--- src/rtl/mc_ctrl_pkg.sv ---
// Shared types and encodings for the multicycle ARM-subset controller.
package mc_ctrl_pkg;

   typedef enum logic [3:0] {
      S_FETCH    = 4'd0,
      S_DECODE   = 4'd1,
      S_MEMADR   = 4'd2,
      S_MEMREAD  = 4'd3,
      S_MEMWB    = 4'd4,
      S_MEMWRITE = 4'd5,
      S_EXECR    = 4'd6,
      S_EXECI    = 4'd7,
      S_ALUWB    = 4'd8,
      S_BRANCH   = 4'd9
   } state_t;

   typedef enum logic [1:0] {
      ALU_ADD = 2'b00,
      ALU_SUB = 2'b01,
      ALU_AND = 2'b10,
      ALU_ORR = 2'b11
   } alu_ctl_t;

   typedef enum logic [3:0] {
      COND_EQ = 4'h0, COND_NE = 4'h1, COND_CS = 4'h2, COND_CC = 4'h3,
      COND_MI = 4'h4, COND_PL = 4'h5, COND_VS = 4'h6, COND_VC = 4'h7,
      COND_HI = 4'h8, COND_LS = 4'h9, COND_GE = 4'hA, COND_LT = 4'hB,
      COND_GT = 4'hC, COND_LE = 4'hD, COND_AL = 4'hE, COND_NV = 4'hF
   } cond_t;

   localparam logic [1:0] RES_ALUOUT    = 2'b00;
   localparam logic [1:0] RES_DATA      = 2'b01;
   localparam logic [1:0] RES_ALURESULT = 2'b10;

   localparam logic [1:0] SRCB_REG  = 2'b00;
   localparam logic [1:0] SRCB_EXT  = 2'b01;
   localparam logic [1:0] SRCB_FOUR = 2'b10;

   localparam logic [1:0] OP_DP  = 2'b00;
   localparam logic [1:0] OP_MEM = 2'b01;
   localparam logic [1:0] OP_BR  = 2'b10;

   // ARM condition evaluation against a {N,Z,C,V} vector.
   function automatic logic cond_check(input logic [3:0] cond, input logic [3:0] nzcv);
      logic n, z, c, v;
      {n, z, c, v} = nzcv;
      case (cond)
         COND_EQ: return z;
         COND_NE: return ~z;
         COND_CS: return c;
         COND_CC: return ~c;
         COND_MI: return n;
         COND_PL: return ~n;
         COND_VS: return v;
         COND_VC: return ~v;
         COND_HI: return c & ~z;
         COND_LS: return ~c | z;
         COND_GE: return n == v;
         COND_LT: return n != v;
         COND_GT: return ~z & (n == v);
         COND_LE: return z | (n != v);
         COND_AL: return 1'b1;
         default: return 1'b0;
      endcase
   endfunction

endpackage

--- src/rtl/mc_controller_cond_unit.sv ---
// Condition unit: stored NZCV flags, CondEx evaluation and gated flag write.
module cond_unit
   import mc_ctrl_pkg::*;
(
   input  logic       clk,
   input  logic       reset,
   input  logic [3:0] i_cond,
   input  logic [3:0] i_alu_flags,
   input  logic [1:0] i_flag_w,     // [1] = N,Z update, [0] = C,V update
   output logic       o_cond_ex
);

   logic [3:0] r_flags;
   logic [1:0] w_flag_we;

   // CondEx always comes from the stored flags, never the live ALU flags.
   assign o_cond_ex = cond_check(i_cond, r_flags);
   assign w_flag_we = i_flag_w & {2{o_cond_ex}};

   // Flag register: N,Z and C,V halves written independently.
   always_ff @(posedge clk) begin
      if (reset) begin
         r_flags <= 4'b0000;
      end else begin
         if (w_flag_we[1]) r_flags[3:2] <= i_alu_flags[3:2];
         if (w_flag_we[0]) r_flags[1:0] <= i_alu_flags[1:0];
      end
   end

endmodule

--- src/rtl/mc_controller.sv ---
// Multicycle control unit: instruction decode, per-instruction FSM and
// CondEx-gated write strobes. Optional macro MC_CTRL_MEMWAIT_EN makes
// FETCH/MEMREAD/MEMWRITE wait for MemReady.
module mc_controller
   import mc_ctrl_pkg::*;
(
   input  logic        clk,
   input  logic        reset,
   input  logic [31:0] Instr,
   input  logic [3:0]  ALUFlags,
   input  logic        MemReady,
   output logic        PCWrite,
   output logic        AdrSrc,
   output logic        MemWrite,
   output logic        IRWrite,
   output logic        RegWrite,
   output logic [1:0]  ResultSrc,
   output logic        ALUSrcA,
   output logic [1:0]  ALUSrcB,
   output logic [1:0]  ALUControl,
   output logic [1:0]  ImmSrc,
   output logic [1:0]  RegSrc
);

   state_t     r_state, w_next;
   logic [1:0] w_op;
   logic [5:0] w_funct;
   logic       w_rd_pc;
   logic       w_cond_ex;
   logic       w_mem_ready;
   alu_ctl_t   w_alu_ctl;
   logic       w_no_write;
   logic       w_cv_upd;
   logic [1:0] w_flag_w;
   logic       w_pc_write, w_mem_write, w_ir_write, w_reg_write;

   assign w_op    = Instr[27:26];
   assign w_funct = Instr[25:20];
   assign w_rd_pc = (Instr[15:12] == 4'd15);

`ifdef MC_CTRL_MEMWAIT_EN
   assign w_mem_ready = MemReady;
   logic w_unused;
   assign w_unused = ^{Instr[19:16], Instr[11:0]};
`else
   assign w_mem_ready = 1'b1;
   logic w_unused;
   assign w_unused = ^{MemReady, Instr[19:16], Instr[11:0]};
`endif

   assign ImmSrc = w_op;
   assign RegSrc = {w_op == OP_MEM, w_op == OP_BR};

   cond_unit u_cond (
      .clk         (clk),
      .reset       (reset),
      .i_cond      (Instr[31:28]),
      .i_alu_flags (ALUFlags),
      .i_flag_w    (w_flag_w),
      .o_cond_ex   (w_cond_ex)
   );

   // ALU operation decode from cmd field; CMP is a SUB that never writes back.
   always_comb begin
      w_alu_ctl  = ALU_ADD;
      w_no_write = 1'b0;
      w_cv_upd   = 1'b1;
      case (w_funct[4:1])
         4'b0100: w_alu_ctl = ALU_ADD;
         4'b0010: w_alu_ctl = ALU_SUB;
         4'b0000: begin w_alu_ctl = ALU_AND; w_cv_upd = 1'b0; end
         4'b1100: begin w_alu_ctl = ALU_ORR; w_cv_upd = 1'b0; end
         4'b1010: begin w_alu_ctl = ALU_SUB; w_no_write = 1'b1; end
         default: w_alu_ctl = ALU_ADD;
      endcase
   end

   // State register.
   always_ff @(posedge clk) begin
      if (reset) r_state <= S_FETCH;
      else       r_state <= w_next;
   end

   // Next-state logic, Moore selects and ungated write strobes.
   always_comb begin
      w_next      = r_state;
      w_pc_write  = 1'b0;
      w_mem_write = 1'b0;
      w_ir_write  = 1'b0;
      w_reg_write = 1'b0;
      w_flag_w    = 2'b00;
      AdrSrc      = 1'b0;
      ResultSrc   = RES_ALUOUT;
      ALUSrcA     = 1'b0;
      ALUSrcB     = SRCB_REG;
      ALUControl  = ALU_ADD;
      case (r_state)
         S_FETCH: begin
            ALUSrcA   = 1'b1;
            ALUSrcB   = SRCB_FOUR;
            ResultSrc = RES_ALURESULT;
            if (w_mem_ready) begin
               w_ir_write = 1'b1;
               w_pc_write = 1'b1;
               w_next     = S_DECODE;
            end
         end
         S_DECODE: begin
            ALUSrcA   = 1'b1;
            ALUSrcB   = SRCB_FOUR;
            ResultSrc = RES_ALURESULT;
            case (w_op)
               OP_MEM:  w_next = S_MEMADR;
               OP_DP:   w_next = w_funct[5] ? S_EXECI : S_EXECR;
               OP_BR:   w_next = S_BRANCH;
               default: w_next = S_FETCH;   // undefined opcode: NOP
            endcase
         end
         S_MEMADR: begin
            ALUSrcB = SRCB_EXT;
            w_next  = w_funct[0] ? S_MEMREAD : S_MEMWRITE;
         end
         S_MEMREAD: begin
            AdrSrc = 1'b1;
            if (w_mem_ready) w_next = S_MEMWB;
         end
         S_MEMWB: begin
            ResultSrc   = RES_DATA;
            w_reg_write = w_cond_ex;
            w_pc_write  = w_cond_ex & w_rd_pc;
            w_next      = S_FETCH;
         end
         S_MEMWRITE: begin
            AdrSrc      = 1'b1;
            w_mem_write = w_cond_ex;
            if (w_mem_ready) w_next = S_FETCH;
         end
         S_EXECR, S_EXECI: begin
            ALUSrcB    = (r_state == S_EXECI) ? SRCB_EXT : SRCB_REG;
            ALUControl = w_alu_ctl;
            w_flag_w   = {w_funct[0], w_funct[0] & w_cv_upd};
            w_next     = S_ALUWB;
         end
         S_ALUWB: begin
            w_reg_write = w_cond_ex & ~w_no_write;
            w_pc_write  = w_cond_ex & ~w_no_write & w_rd_pc;
            w_next      = S_FETCH;
         end
         S_BRANCH: begin
            ALUSrcB    = SRCB_EXT;
            ResultSrc  = RES_ALURESULT;
            w_pc_write = w_cond_ex;
            w_next     = S_FETCH;
         end
         default: w_next = S_FETCH;
      endcase
   end

   // Reset suppresses every architectural write immediately.
   assign PCWrite  = w_pc_write  & ~reset;
   assign MemWrite = w_mem_write & ~reset;
   assign IRWrite  = w_ir_write  & ~reset;
   assign RegWrite = w_reg_write & ~reset;

endmodule
--- config.mk ---
export PLATFORM = sky130hd
export DESIGN_NAME = mc_controller
export DESIGN_NICKNAME = d
export VERILOG_FILES = /design/src/rtl/mc_ctrl_pkg.sv /design/src/rtl/mc_controller_cond_unit.sv /design/src/rtl/mc_controller.sv
export SDC_FILE = /design/constraint.sdc
export NUM_CORES = 1
export LEC_CHECK = 0
export CORE_MARGIN = 4
export CORE_UTILIZATION = 45
export CTS_CLUSTER_DIAMETER = 80
export DETAILED_ROUTE_END_ITERATION = 10
export DONT_BUFFER_PORTS = 1
export RECOVER_POWER = 100
export SLEW_MARGIN = 10
export SYNTH_ARGS = -nofsm -noshare
export SYNTH_HDL_FRONTEND = slang
export SYNTH_HIERARCHICAL = 1
export SYNTH_SLANG_ARGS = --single-unit
--- constraint.sdc ---
create_clock -name clk -period 4.2 [get_ports clk]
set_clock_uncertainty 0.2 [all_clocks]
set_input_delay 1.26 -clock clk [delete_from_list [all_inputs] [get_ports clk]]
set_output_delay 1.26 -clock clk [all_outputs]
set_load 0.01 [all_outputs]
==> metrics.md, run 1 <==
| Metric | Value |
|---|---|
| Largest net degree at the start of global routing | `19` |
| CORE AREA | `0.00198 mm²` |
| Distinct cells, synth | `45` |
| Synth Area in Simple Gates | `0.410` |
| HP Class | `flip-flop to flip-flop` |
| Peak VDD IR | `0.114 mV` |
| Fin crit share | `1.03` |
| Commonest register cell after synthesis | `dfxtp_1` |
| Outcome | `complete, but fails checks` |
| CTS tree | `built` |
| Wire per inst | `14.7 µm` |
| Final hold violations | `0` |
| Final instance area | `0.00111 mm²` |
| R2R depth | `19` |
| Post-synthesis compound-gate area fraction | `0.209` |
| Number of synthesized flops with an enable pin | `0` |
| Avg Cell Area, Syn | `8.07 µm²` |
| Max-slew violation count | `0` |
| Clk sinks | `8` |
| Share of layout cells above drive strength 1 | `0.256` |
| Synth-to-layout area growth | `16.6%` |
| Synth Warn # | `6` |
| Final HPWL from detailed placement | `1.56 mm` |
| Flops & latches, synth | `8` |
| Setup violators final | `1` |
| Synthesized-area fraction occupied by adder cells | `0` |
| Area contributors post-synth | `dfxtp_1 (17%), nand2b_1 (7.9%), mux2i_1 (7.4%)` |
| Synthesized net count | `157` |
| Mapped Cells | `118` |
| Iter 0 DRT Violations | `9` |
| DRT antenna net count | `0` |
| Setup crit start kind | `primary input` |
| Clk slew on worst S/H paths | `60 ps` |
| Die Span Y | `54 µm` |
| Via count | `900` |
| Pwr Total | `0.220 mW` |
| CTS HTree Levels | `1` |
| # IOs | `55` |
| Hold Path Depth | `2` |
| Total gr overflow | `0` |
| Ys async rst share | `0` |
| Vias in the first global route | `863` |
| Starting density of the core | `0.480` |
| CTS buffer count | `3` |
| Critical path class | `primary input to output pin` |
| Worst path arrival time | `2850 ps` |
| Multiplexer area fraction after synthesis | `0.0854` |
| GR Util All Layers | `0.170` |
| Initial antenna violation count | `0` |
| Relative slew margins | `0.584` |
| Slowest cell on crit path | `or3_1` |
| Via-to-Cell Ratio | `5.77` |
| Synth Area in XOR/XNOR | `0.0368` |
| Worst-Margin Slew | `623 ps` |
| Clock root cell | `clkbuf_4` |
| Register area share after synthesis | `0.168` |
| Layout Nets | `170` |
| Global-route wire length before repair | `3.64 mm` |
| Ant. Diodes | `0` |
| Top cell type's share of synthesized area | `0.168` |
| Violated checks | `setup timing` |
| DR pass1 iterations | `4` |
| Aggregate routed wire length | `2.29 mm` |
| Cell leakage power | `0.456 nW` |
| Crit path capture type | `output pin` |
| Clk Latency, worst-skew pair | `250 ps` |
| Port Buffers | `0` |
| Fmax | `232 MHz` |
| Dominant combinational cell family by area after synthesis | `simple AND/OR/NAND/NOR gates` |
| PwrDens | `198 mW/mm²` |
| Yosys top cell by area | `dfxtp_1` |
| Crit path cell chain | `and2b_2 > a221oi_2 > o211ai_1 > or3_1 > or2b_1 > a22oi_2 > a2111oi_2 > buf_4` |
| Area of the mapped netlist | `952 µm²` |
| Placed cell area | `955 µm²` |
| Die ar. | `0.00292 mm²` |
| CP max FO | `13` |
| RSZ-0062 raised after global routing | `true` |
| Required @ worst endpoint | `2740 ps` |
| Largest stage delay, worst path | `370 ps` |
| Final core area utilization | `0.560` |
| RePlAce Congestion | `0.759` |
| Min cycle time layout | `4310 ps` |
| Max-Cap Viols | `0` |
| Row count | `16` |
| Worst Slack Setup Final | `-109 ps` |
| Drc violations | `0` |
| DIE WIDTH | `54 µm` |
| Worst-case clock buffer depth | `2` |
## worst max-delay path: cells and delay by family
kind / cells / cell delay (ps)
compound gates: 4 / 590
buf+inv: 1 / 180
simple gates: 3 / 840
## power by group
part | internal, mW | total (mW) | switching [mW] | leakage, nW
sequential | 0.0786 | 0.0881 | 0.00955 | 0.0650
clock | 0.0327 | 0.0593 | 0.0265 | 0.0138
combinational | 0.0417 | 0.0723 | 0.0307 | 0.377
total | 0.153 | 0.220 | 0.0668 | 0.456
## state kept, by name (all words and copies together) (netlist names)
name,cells
r_state,4
u_cond/r_flags,4
## path summary, 6_finish.rpt
path | start | end | slack [ps]
min | u_cond/r_flags[1] | u_cond/r_flags[1] | 350
max | Instr[31] | PCWrite | -110
max reg2reg | u_cond/r_flags[0] | u_cond/r_flags[1] | 820
min reg2reg | u_cond/r_flags[1] | u_cond/r_flags[1] | 350
## kinds of logic after synthesis
kind of cell | Yosys count
xor gates and xnor gates | 4
and+or+nand+nor | 62
AOI/OAI and AO/OA | 23
muxes | 8
buffers and inverters | 13
DFF | 8
## placed cells by master (no fill, tap or decap), drive strengths merged, types with 2 or more instances in the layout
cell	n
nand2	5
inv	3
and3	2
and4bb	2
or3	2
clkbuf	3
xor2	2
and4b	2
o21ai	5
buf	18
a21oi	4
xnor2	2
nand3	2
nor2	8
mux2i	7
nor3	9
nand2b	12
o31ai	2
dfxtp	8
or2b	2
nor2b	8
and2b	2
## synthesized netlist by cell type, types with 2 or more instances
cell type	count
nand2b_1	12
dfxtp_1	8
nor2_1	8
nor2b_1	8
nor3_1	8
mux2i_1	7
buf_4	5
nand2_1	5
a21oi_1	4
o21ai_0	4
buf_2	3
inv_1	3
and2b_1	2
and3_1	2
and4b_1	2
and4bb_1	2
buf_6	2
nand3_1	2
o31ai_4	2
or2b_1	2
xnor2_1	2
xor2_1	2
## layout make-up
cell class | count | area, µm²
timing repair buffer | 18 | 154
tap | 27 | 33.8
sequential | 8 | 160
fill | 189 | 872
multi-input combinational | 97 | 728
inverter | 3 | 11.3
clock buffer | 3 | 22.5
## repair_timing
item / 4_1_cts / 5_1_grt
endpoints found under the setup margin: 1 / 5
resized for setup: 10 / 3
hold buffers: 0 / 0
hold endpoints to repair: 0 / 0
pin swaps: 5 / 4
buffers inserted: 16 / 0
## through the flow
stage          hold WS (ps)  std cells  worst slack [ps]  TNS [ps]
2_1_floorplan           277        118              -134      -134
3_3_place_gp            305        140              -121      -121
3_5_place_dp            322        140              -156      -156
4_1_cts                 331        159              -140      -140
5_1_grt                 398        156              -181      -181
6_report                349        156              -109      -109
## routing by layer
metal	GRT usage	wire length (µm)	up-vias
met3	0.0665	178	6
met2	0.306	1150	30
li1	-	-	450
met1	0.179	926	414
met4	0.0581	43	0
met5	0	0	-
No activity file was read; power rests on OpenSTA's default activity.
==> run 2, diff against run 1 <==
--- a/config.mk
+++ b/config.mk
@@ -14,5 +14,4 @@
 export SLEW_MARGIN = 10
 export SYNTH_ARGS = -nofsm -noshare
 export SYNTH_HDL_FRONTEND = slang
-export SYNTH_HIERARCHICAL = 1
 export SYNTH_SLANG_ARGS = --single-unit
==> metrics.md, run 2 <==
| Metric | Value |
|---|---|
| Outcome | `complete, no violations` |
| Vias in the first global route | `647 (-25%)` |
| Worst-Margin Slew | `665 ps (+41.8 ps)` |
| DIE WIDTH | `51.2 µm (-5.2%)` |
| Max-slew violation count | `0 (unchanged)` |
| Synth-to-layout area growth | `-2.09%` |
| Peak VDD IR | `0.158 mV (+39%)` |
| Post-synth top cells | `nand2b_1 (12), dfxtp_1 (8), nor3_1 (7)` |
| Count of cells resized by post-cts repair | `0 (-10)` |
| Clk sinks | `8 (unchanged)` |
| Die ar. | `0.00262 mm² (-10%)` |
| Setup crit start kind | `primary input` |
| Relative slew margins | `0.553 (-0.0307)` |
| Starting density of the core | `0.481 (+0.000574)` |
| Crit path cell chain | `nor2_1 > a22oi_1 > or3_1 > and3_1 > o41ai_2` |
| TNS Setup | `0 ps (+109 ps)` |
| Final hold violations | `0 (unchanged)` |
| Layout Nets | `142 (-16%)` |
| Global-route wire length before repair | `2.84 mm (-22%)` |
| Most common cell after layout, fill and taps aside | `nand2b_1` |
| RSZ-0062 raised after global routing | `false` |
| Initial antenna violation count | `0 (unchanged)` |
| Synthesized net count | `146 (-7.0%)` |
| Fmax | `253 MHz (+9.1%)` |
| Ys async rst share | `0 (unchanged)` |
| Via-to-Cell Ratio | `5.87 (+1.8%)` |
| Fillers | `206 (+9.0%)` |
| HP Class | `flip-flop to flip-flop` |
| Commonest register cell after synthesis | `dfxtp_1` |
| Final HPWL from detailed placement | `1.42 mm (-9.1%)` |
| Number of synthesized flops with an enable pin | `0 (unchanged)` |
| Required @ worst endpoint | `2740 ps (about the same)` |
| Yosys top cell by area | `dfxtp_1` |
| Share of layout cells above drive strength 1 | `0.0792 (-0.177)` |
| Placed cell area | `821 µm² (-14%)` |
| Count leader, synth | `nand2b_1` |
| Avg Cell Area, Syn | `7.85 µm² (-2.8%)` |
| Slowest cell on crit path | `o41ai_2` |
| # IOs | `55 (unchanged)` |
| Largest net degree at the start of global routing | `17 (-2)` |
| CP max FO | `6 (-7)` |
| Register area share after synthesis | `0.191 (+0.0226)` |
| PwrDens | `227 mW/mm² (+14%)` |
| Area of the mapped netlist | `840 µm² (-12%)` |
| Final instance area | `822 µm² (-26%)` |
| Hold_sp | `u_cond.r_flags[2]` |
| R2R setup slack | `2290 ps (+1470 ps)` |
| Clk slew on worst S/H paths | `50 ps (about the same)` |
| Largest registers | `r_state x4, u_cond.r_flags x4` |
| Worst reg2reg endpoint | `u_cond.r_flags[1]` |
| Cell leakage power | `0.276 nW (-39%)` |
| Clock root cell | `clkbuf_4` |
| Worst-case clock buffer depth | `2 (unchanged)` |
| Synth Warn # | `0 (-6)` |
| Wire per inst | `14.0 µm (-4.8%)` |
| Most frequent cells in the layout | `nand2b_1 (12), dfxtp_1 (8), nor3_1 (7)` |
| Area contributors post-synth | `dfxtp_1 (19%), nand2b_1 (8.9%), mux2i_1 (6.0%)` |
| Fin crit share | `0.940 (-0.0858)` |
| Via count | `740 (-18%)` |
| Worst Hold End | `u_cond.r_flags[2]` |
| CTS buffer count | `3 (unchanged)` |
| Post-CTS Hold Fix Bufs | `0 (unchanged)` |
| Min cycle time layout | `3950 ps (-360 ps)` |
| Mapped Cells | `107 (-9.3%)` |
| Hold Path Depth | `2 (unchanged)` |
| CORE AREA | `0.00175 mm² (-12%)` |
| Ant. Diodes | `0 (unchanged)` |
| Critical path class | `primary input to output pin` |
| GR Util All Layers | `0.140 (-0.0303)` |
| CTS tree | `built` |
| DR pass1 iterations | `4 (unchanged)` |
| Top cell type's share of synthesized area | `0.191 (+0.0226)` |
| Flops & latches, synth | `8 (unchanged)` |
| Total gr overflow | `0 (unchanged)` |
| Largest stage delay, worst path | `420 ps (+50 ps)` |
| DRT antenna net count | `0 (unchanged)` |
| CTS HTree Levels | `1 (unchanged)` |
| Iter 0 DRT Violations | `11 (+2)` |
| Row count | `15 (-1)` |
| RePlAce Congestion | `0.792 (+4.4%)` |
| Setup violators final | `0 (-1)` |
| Drc violations | `0 (unchanged)` |
| Aggregate routed wire length | `1.76 mm (-23%)` |
| Post-CTS Repair Setup Buffers | `0 (-16)` |
| Crit path capture type | `output pin` |
| Port Buffers | `0 (unchanged)` |
| R2R depth | `5 (-14)` |
| Max-Cap Viols | `0 (unchanged)` |
| Distinct cells, synth | `41 (-8.9%)` |
| Clk Latency, worst-skew pair | `250 ps (about the same)` |
| Worst path arrival time | `2490 ps (-360 ps)` |
| RR Startpoint | `r_state[2]` |
| Die Span Y | `51.2 µm (-5.2%)` |
-- run 2: cell count changes after synthesis, sizes merged, moves of 3 or more --
cell	before	now
nor2b	8	4
a31oi	0	3
nand2	5	2
buf	10	6
or3	2	5
clkbuf	0	4
-- run 2: stage by stage --
step / hold WS, ps / setup WS (ps) / util / instances / power [mW]
CTS: 311 / 234 / 0.483 / 126 / 0.192
floorplan: 271 / 232 / - / 107 / 0.135
global route: 357 / 190 / 0.471 / 126 / 0.200
finish: 310 / 251 / 0.471 / 126 / 0.186
global placement: 299 / 264 / 0.470 / 123 / 0.132
detailed placement: 301 / 234 / 0.470 / 123 / 0.133
-- run 2: cells by family after synthesis --
kind of cell,count (synthesis),synth area share
compound gates,21,0.210
simple gates,53,0.387
xor+xnor,5,0.0522
flops,8,0.191
mux,6,0.0730
buf+inv,14,0.0864
-- run 2: worst max path at each step --
stage	start	end	slack [ps]
finish	Instr[29]	PCWrite	250
global route	Instr[29]	PCWrite	190
CTS	Instr[29]	PCWrite	230
detailed placement	Instr[29]	PCWrite	230
global placement	Instr[29]	PCWrite	260
floorplan	Instr[31]	PCWrite	230
-- run 2: per-layer routing --
metal,share of wire,vias to the layer above,track usage
li1,-,376,-
met1,0.45,337,0.176
met2,0.46,22,0.219
met3,0.077,5,0.0379
met4,0.016,0,0.0673
met5,0,-,0
-- run 2: critical path, delay by kind of cell --
kind,cells,cell delay (ps)
and+or+nand+nor,3,690
AOI/OAI and AO/OA,2,530
-- run 2: cell type report --
| class | instances | area (µm²) | area share |
|---|---|---|---|
| multi-input combinational | 85 | 589 | 0.717 |
| sequential | 8 | 160 | 0.195 |
| tap | 25 | 31.3 | 0.0381 |
| clock buffer | 3 | 22.5 | 0.0274 |
| inverter | 4 | 15.0 | 0.0183 |
| timing repair buffer | 1 | 3.75 | 0.00457 |
-- run 2: power by group --
part	total [mW]	internal, mW	leakage, nW	switching [mW]
Clock	0.0571	0.0326	0.0138	0.0245
Sequential	0.0860	0.0787	0.0650	0.00728
Combinational	0.0433	0.0204	0.198	0.0229
==> run 3, diff against run 2 <==
==> constraint.sdc (replaced) <==
create_clock -name clk -period 4.1 [get_ports clk]
set_clock_uncertainty 0.2 [all_clocks]
set_input_delay 1.23 -clock clk [delete_from_list [all_inputs] [get_ports clk]]
set_output_delay 1.23 -clock clk [all_outputs]
set_load 0.01 [all_outputs]
==> results of run 3 <==
The final DEF is identical to that of run 2. Status: complete, no violations.
Main changes from that run: setup slack after placement 234 ps -> 194 ps; setup slack after layout 251 ps -> 211 ps; register-to-register setup slack 2290 ps -> 2190 ps; total power 0.186 mW -> 0.191 mW; worst IR drop on VDD 0.158 mV -> 0.162 mV
